### src/rtl/oat_hash_pkg.sv
// Shared constants and mixing functions for the one-at-a-time hash pipeline.
package oat_hash_pkg;

   localparam int OAT_HASH_W = 32;

   // Integer ceiling division, used to size the number of mix stages.
   function automatic int ceil_div(input int a, input int b);
      return (a + b - 1) / b;
   endfunction

   // Fold one key byte into the running hash.
   function automatic logic [OAT_HASH_W-1:0] oat_mix_byte(input logic [OAT_HASH_W-1:0] h,
                                                          input logic [7:0]            b);
      logic [OAT_HASH_W-1:0] x;
      x = h + {24'd0, b};
      x = x + (x << 10);
      x = x ^ (x >> 6);
      return x;
   endfunction

   // Final avalanche applied once all key bytes are mixed.
   function automatic logic [OAT_HASH_W-1:0] oat_final(input logic [OAT_HASH_W-1:0] h);
      logic [OAT_HASH_W-1:0] x;
      x = h + (h << 3);
      x = x ^ (x >> 11);
      x = x + (x << 15);
      return x;
   endfunction

endpackage

### src/rtl/oat_hash_stage.sv
// One mix stage: folds BYTES_IN_STAGE leading key bytes into the hash and
// registers the hash, valid, tag and the still-unconsumed key bytes.
module oat_hash_stage
   import oat_hash_pkg::*;
#(
   parameter  int BYTES_IN_STAGE = 1,
   parameter  int REM_BYTES      = 6,
   parameter  int TAG_WIDTH      = 8,
   localparam int KEEP_BYTES     = REM_BYTES - BYTES_IN_STAGE,
   localparam int KEY_O_BYTES    = (KEEP_BYTES > 0) ? KEEP_BYTES : 1
) (
   input  logic                     clk,
   input  logic                     reset,
   input  logic                     en,
   input  logic                     valid_i,
   input  logic [OAT_HASH_W-1:0]    hash_i,
   input  logic [8*REM_BYTES-1:0]   key_i,
   input  logic [TAG_WIDTH-1:0]     tag_i,
   output logic                     valid_o,
   output logic [OAT_HASH_W-1:0]    hash_o,
   output logic [8*KEY_O_BYTES-1:0] key_o,
   output logic [TAG_WIDTH-1:0]     tag_o
);

   logic                  valid_q;
   logic [OAT_HASH_W-1:0] hash_q;
   logic [OAT_HASH_W-1:0] hash_d;
   logic [TAG_WIDTH-1:0]  tag_q;

   // Mix this stage's bytes in ascending byte order (MSB end of key first).
   always_comb begin
      hash_d = hash_i;
      for (int unsigned i = 0; i < BYTES_IN_STAGE; i++) begin
         hash_d = oat_mix_byte(hash_d, key_i[8*(REM_BYTES-1-i) +: 8]);
      end
   end

   // Stage register: reset clears everything, otherwise advance only on enable.
   always_ff @(posedge clk) begin
      if (reset) begin
         valid_q <= 1'b0;
         hash_q  <= '0;
         tag_q   <= '0;
      end else if (en) begin
         valid_q <= valid_i;
         hash_q  <= hash_d;
         tag_q   <= tag_i;
      end
   end

   // Consumed bytes are dropped; the last stage has no key left to carry.
   if (KEEP_BYTES > 0) begin : g_key
      logic [8*KEEP_BYTES-1:0] key_q;

      // Carry the unconsumed low-order key bytes to the next stage.
      always_ff @(posedge clk) begin
         if (reset) begin
            key_q <= '0;
         end else if (en) begin
            key_q <= key_i[8*KEEP_BYTES-1:0];
         end
      end

      assign key_o = key_q;
   end else begin : g_no_key
      assign key_o = '0;
   end

   assign valid_o = valid_q;
   assign hash_o  = hash_q;
   assign tag_o   = tag_q;

endmodule

### src/rtl/oat_hash_pipe.sv
// Fully pipelined Jenkins one-at-a-time hash with valid/ready flow control,
// programmable seed, pass-through tag and table-index output.
module oat_hash_pipe
   import oat_hash_pkg::*;
#(
   parameter int NUM_BYTES       = 6,
   parameter int BYTES_PER_STAGE = 1,
   parameter int TAG_WIDTH       = 8,
   parameter int INDEX_BITS      = 10
) (
   input  logic                    clk,
   input  logic                    reset,
   input  logic                    in_valid,
   output logic                    in_ready,
   input  logic [8*NUM_BYTES-1:0]  in_key,
   input  logic [OAT_HASH_W-1:0]   in_seed,
   input  logic [TAG_WIDTH-1:0]    in_tag,
   output logic                    out_valid,
   input  logic                    out_ready,
   output logic [OAT_HASH_W-1:0]   out_hash,
   output logic [INDEX_BITS-1:0]   out_index,
   output logic [TAG_WIDTH-1:0]    out_tag
);

   localparam int MIX_STAGES = ceil_div(NUM_BYTES, BYTES_PER_STAGE);
   localparam int KEY_W      = 8*NUM_BYTES;

   logic                  en;
   logic                  v_s [0:MIX_STAGES];
   logic [OAT_HASH_W-1:0] h_s [0:MIX_STAGES];
   logic [TAG_WIDTH-1:0]  t_s [0:MIX_STAGES];
   logic [KEY_W-1:0]      k_s [0:MIX_STAGES];

   logic                  out_valid_q;
   logic [OAT_HASH_W-1:0] out_hash_q;
   logic [OAT_HASH_W-1:0] out_hash_d;
   logic [TAG_WIDTH-1:0]  out_tag_q;

   // Single global enable: the whole pipe advances or holds together.
   assign en       = !out_valid_q || out_ready;
   assign in_ready = en;

   assign v_s[0] = in_valid;
   assign h_s[0] = in_seed;
   assign t_s[0] = in_tag;
   assign k_s[0] = in_key;

   // Remaining key bytes are kept right-aligned in k_s; unused upper bits are tied off.
   for (genvar k = 0; k < MIX_STAGES; k++) begin : g_mix
      localparam int REM = NUM_BYTES - k*BYTES_PER_STAGE;
      localparam int BIS = (REM < BYTES_PER_STAGE) ? REM : BYTES_PER_STAGE;
      localparam int KO  = (REM > BIS) ? REM - BIS : 1;

      oat_hash_stage #(
         .BYTES_IN_STAGE (BIS),
         .REM_BYTES      (REM),
         .TAG_WIDTH      (TAG_WIDTH)
      ) u_stage (
         .clk     (clk),
         .reset   (reset),
         .en      (en),
         .valid_i (v_s[k]),
         .hash_i  (h_s[k]),
         .key_i   (k_s[k][8*REM-1:0]),
         .tag_i   (t_s[k]),
         .valid_o (v_s[k+1]),
         .hash_o  (h_s[k+1]),
         .key_o   (k_s[k+1][8*KO-1:0]),
         .tag_o   (t_s[k+1])
      );

      if (KO < NUM_BYTES) begin : g_pad
         assign k_s[k+1][KEY_W-1:8*KO] = '0;
      end
   end

   // Final avalanche of the fully mixed hash.
   always_comb begin
      out_hash_d = oat_final(h_s[MIX_STAGES]);
   end

   // Output register: holds under backpressure, reset takes priority.
   always_ff @(posedge clk) begin
      if (reset) begin
         out_valid_q <= 1'b0;
         out_hash_q  <= '0;
         out_tag_q   <= '0;
      end else if (en) begin
         out_valid_q <= v_s[MIX_STAGES];
         out_hash_q  <= out_hash_d;
         out_tag_q   <= t_s[MIX_STAGES];
      end
   end

   assign out_valid = out_valid_q;
   assign out_hash  = out_hash_q;
   assign out_index = out_hash_q[INDEX_BITS-1:0];
   assign out_tag   = out_tag_q;

endmodule

### config.mk
export PLATFORM = sky130hd
export DESIGN_NAME = oat_hash_pipe
export DESIGN_NICKNAME = d
export VERILOG_FILES = /design/src/rtl/oat_hash_pkg.sv /design/src/rtl/oat_hash_stage.sv /design/src/rtl/oat_hash_pipe.sv
export SDC_FILE = /design/constraint.sdc
export NUM_CORES = 1
export LEC_CHECK = 0
export BUFFER_PORTS_ARGS = -buffer_cell sky130_fd_sc_hd__clkbuf_2
export CAP_MARGIN = 20
export CELL_PAD_IN_SITES_DETAIL_PLACEMENT = 1
export CELL_PAD_IN_SITES_GLOBAL_PLACEMENT = 1
export CORE_MARGIN = 10
export CORE_UTILIZATION = 47
export DETAILED_ROUTE_END_ITERATION = 12
export GPL_ROUTABILITY_DRIVEN = 0
export PLACE_DENSITY_LB_ADDON = 0.1
export SYNTH_ARGS = -nofsm -noshare
export SYNTH_HDL_FRONTEND = slang
export SYNTH_SLANG_ARGS = --single-unit
### constraint.sdc
create_clock -name clk -period 7.35 [get_ports clk]
set_input_delay 1.1025 -clock clk [delete_from_list [all_inputs] [get_ports clk]]
set_output_delay 1.1025 -clock clk [all_outputs]
set_load 0.03 [all_outputs]
==> results.tsv <==
metric	value	unit
YS warnings	0	
fraction of layout instances using a drive strength above 1	7.729	%
#FFs+latches synth	407	
vias in the first global route	26000	
PwrDens	515.0	mW/mm^2
outcome	finished clean	
gr usage total	22.50	%
EDFF count, synth	0	
DRC errors left	0	
critical path required time	7840	ps
FF-to-FF End	out_hash[31]	
final WL	81110	um
Final WS setup	1190	ps
antenna violations before repair	1	
internal power	8589	uW
Hold Vio Cnt, Final	0	
FF-to-FF Start	g_mix[5].u_stage.hash_o[1]	
asr flop ratio synth	0	%
Starting Density	47.25	%
hold-critical path depth	2	
clock root buffer	clkbuf_16	
worst slack at placement	782.7	ps
core area	0.05880	sq mm
combinational power share	63.4	%
antenna viol nets, final	0	
P&R area growth vs syn	10.15	%
Overflow after GRT	0	
nets	3891	
final setup skew	22.47	ps
number of max-cap violations	0	
# IOs	144	
die span in x	263.1	um
clock network power share	15.5	%
CTS Sinks	407	
Final Instance Area	0.03060	sq mm
critical path type	flip-flop to flip-flop	
critical path arrival	6650	ps
CTS tree	done	
synth top area cells	dfxtp_1, xnor2_1, ha_1, nand2_1, a21oi_1	
register area share after synthesis	29.33	%
Final period util	83.81	%
detailed placement HPWL	61620	um
min Tclk post-route	6160	ps
final core occ	52.04	%
Worst Hold End	out_hash[29]	
clk_lat worst skew	610	ps
crit path launch type	flip-flop	
Max Fclk	162.3	MHz
pin count of the biggest net entering global routing	249	
fillers	7252	
VDD IR max	0.0003447	V
Final Slew Violations	0	
Initial DRT Pass Iterations	5	
Cell Rows	89	
Worst-Margin Slew	1220	ps
Syn Nets	3844	
Post-Syn Instances	3525	
first-pass GRT wire length	133400	um
RSZ-0062 raised after global routing	false	
PortBufs	143	
Rel. slew slack	18.67	%
Critical Path Fanout Max	4	
Critical Path Sink Type	flip-flop	
CTS Buffer Depth	3	
post-route setup TNS	0	ps
flop2flop setup slack	1190	ps
average routed wire per standard cell	18.50	um
# setup viols final	0	
leakage	0.01316	uW
Via Count	24820	
Clock Pin Slew Worst Setup and Hold Paths	60	ps
Via density	5.662	
Hold Crit Start	out_hash[29]	
CTS H-tree lvls	2	
cells on worst reg2reg path	25	
Top FF cell, synth	dfxtp_1	
Distinct cells, synth	97	
post-CTS setup buffer count	0	
Net Sw Power	7171	uW
CTS Buf Count	48	
hold crit path type	flip-flop to flip-flop	
synthesized area	0.02778	sq mm
switching share of total power	45.50	%
syn avg cell area	7.881	sq um
Die Ht	263.1	um
post-cts resize count	0	
Placement Cell Area	0.02896	sq mm
DRT iter0 DRCs	1281	
die area	0.06923	sq mm
Flop pwr share	21.1	%
CTS Hold Buffers Added	0	
cell accounting for the most synthesized area	dfxtp_1	
share of the synthesized area in the top cell type	29.33	%
[power by group through the flow]
stage | sequential, uW | combinational, uW | clock, uW
floorplan | 3330 | 7540 | 0
global placement | 3340 | 9520 | 0
detailed placement | 3370 | 9860 | 0
CTS | 3330 | 9960 | 2490
global route | 3410 | 11000 | 2590
finish | 3330 | 9990 | 2440
[layout make-up]
cell class	instances	area, sq um	share of cell area [%]
Multi-Input combinational cell	2885	18720	61.19
Sequential cell	407	8148	26.63
Clock buffer	69	1401	4.580
Tap cell	773	967.2	3.161
Timing Repair Buffer	151	843.3	2.756
Inverter	79	304.0	0.9937
Clock inverter	19	209.0	0.6829
Antenna cell	1	2.502	0.008178
[cell usage after synthesis (all sizes together), types with 10 or more instances]
master,n
inv,79
nand4,25
nor3,48
nor2b,28
o21bai,37
a21oi,433
and2,15
and4,16
nor4,10
xnor2,365
nor2,256
o21a,17
clkbuf,129
buf,25
a31oi,15
o211ai,12
nand3,76
fa,14
a211oi,118
o21ai,119
xor2,126
nand2,648
nand2b,25
and3,53
or2,10
ha,213
xnor3,10
a21o,72
dfxtp,407
[how the worst max path moves through the flow]
stage                                        to                        from  cells past startpoint  slack (ps)
detailed placement  g_mix[0].u_stage.hash_o[25]                  in_key[40]                     24         780
finish                             out_hash[31]  g_mix[5].u_stage.hash_o[1]                     25        1190
CTS                                out_hash[31]  g_mix[5].u_stage.hash_o[1]                     25        1260
floorplan           g_mix[0].u_stage.hash_o[24]                  in_key[40]                     23        1610
global route                       out_hash[31]  g_mix[5].u_stage.hash_o[0]                     25         650
global placement    g_mix[0].u_stage.hash_o[24]                  in_key[40]                     24         990
[registers in the layout, summed over array words and instances (netlist names)]
register,count
g_mix.u_stage.hash_o,192
g_mix.u_stage.key_o,120
g_mix.u_stage.tag_o,48
g_mix.u_stage.valid_o,6
out_hash,32
out_tag,8
out_valid,1
[kinds of logic (layout without fill, tap and decap cells)]
family	Yosys count	after routing	share of synthesized area [%]
simple gates	1239	1239	19.59
compound gates	910	910	20.47
xor+xnor	503	503	16.49
flops	407	407	29.33
buf+inv	233	318	3.297
fa+ha+maj	230	230	10.71
mux	3	3	0.1081
other cells	0	1	0
[cell usage in the layout (no fill, tap or decap), drive strengths merged, types with 10 or more instances in the layout]
cell type,instances
nand2,648
a21oi,433
dfxtp,407
xnor2,365
nor2,256
ha,213
clkbuf,211
xor2,126
o21ai,119
a211oi,118
inv,81
nand3,76
a21o,72
and3,53
nor3,48
o21bai,37
nor2b,28
nand2b,25
nand4,25
o21a,17
and4,16
a31oi,15
and2,15
fa,14
clkinv,12
o211ai,12
xnor3,10
or2,10
nor4,10
[metrics by stage]
stage	hold WS, ps	power [uW]	std cells
global placement	436.3	12860	4294
CTS	453.0	15790	4382
floorplan	431.9	10870	3525
global route	470.3	16990	4383
finish	450.8	15760	4384
detailed placement	445.0	13230	4294
[routing by layer]
metal	up-vias	global-route usage, %	wire length [um]
met3	108	2.649	2590
li1	12360	-	-
met1	12030	28.84	37500
met2	324	39.30	39370
met4	0	5.794	1650
met5	-	0	0
[worst max-delay path: stages, from the launching register on]
cell       delay, ps
dfxtp_1          360
ha_1             300
a21o_1           110
a21oi_1           90
o21bai_1         230
a21oi_1          140
o31a_1           360
o21bai_1         210
a21oi_1          130
o31ai_1          510
a2111oi_0        200
nor3_1           360
xor2_1           180
ha_1             260
fa_1             400
a21o_1           220
a221oi_1         350
o31ai_1          170
o21ai_0          250
nand2b_1          90
a21oi_1          230
o21a_1           200
o21ai_0          130
xor3_1           210
xnor2_1          140
o21ba_2          200
Power figures use the tool's default switching activity.
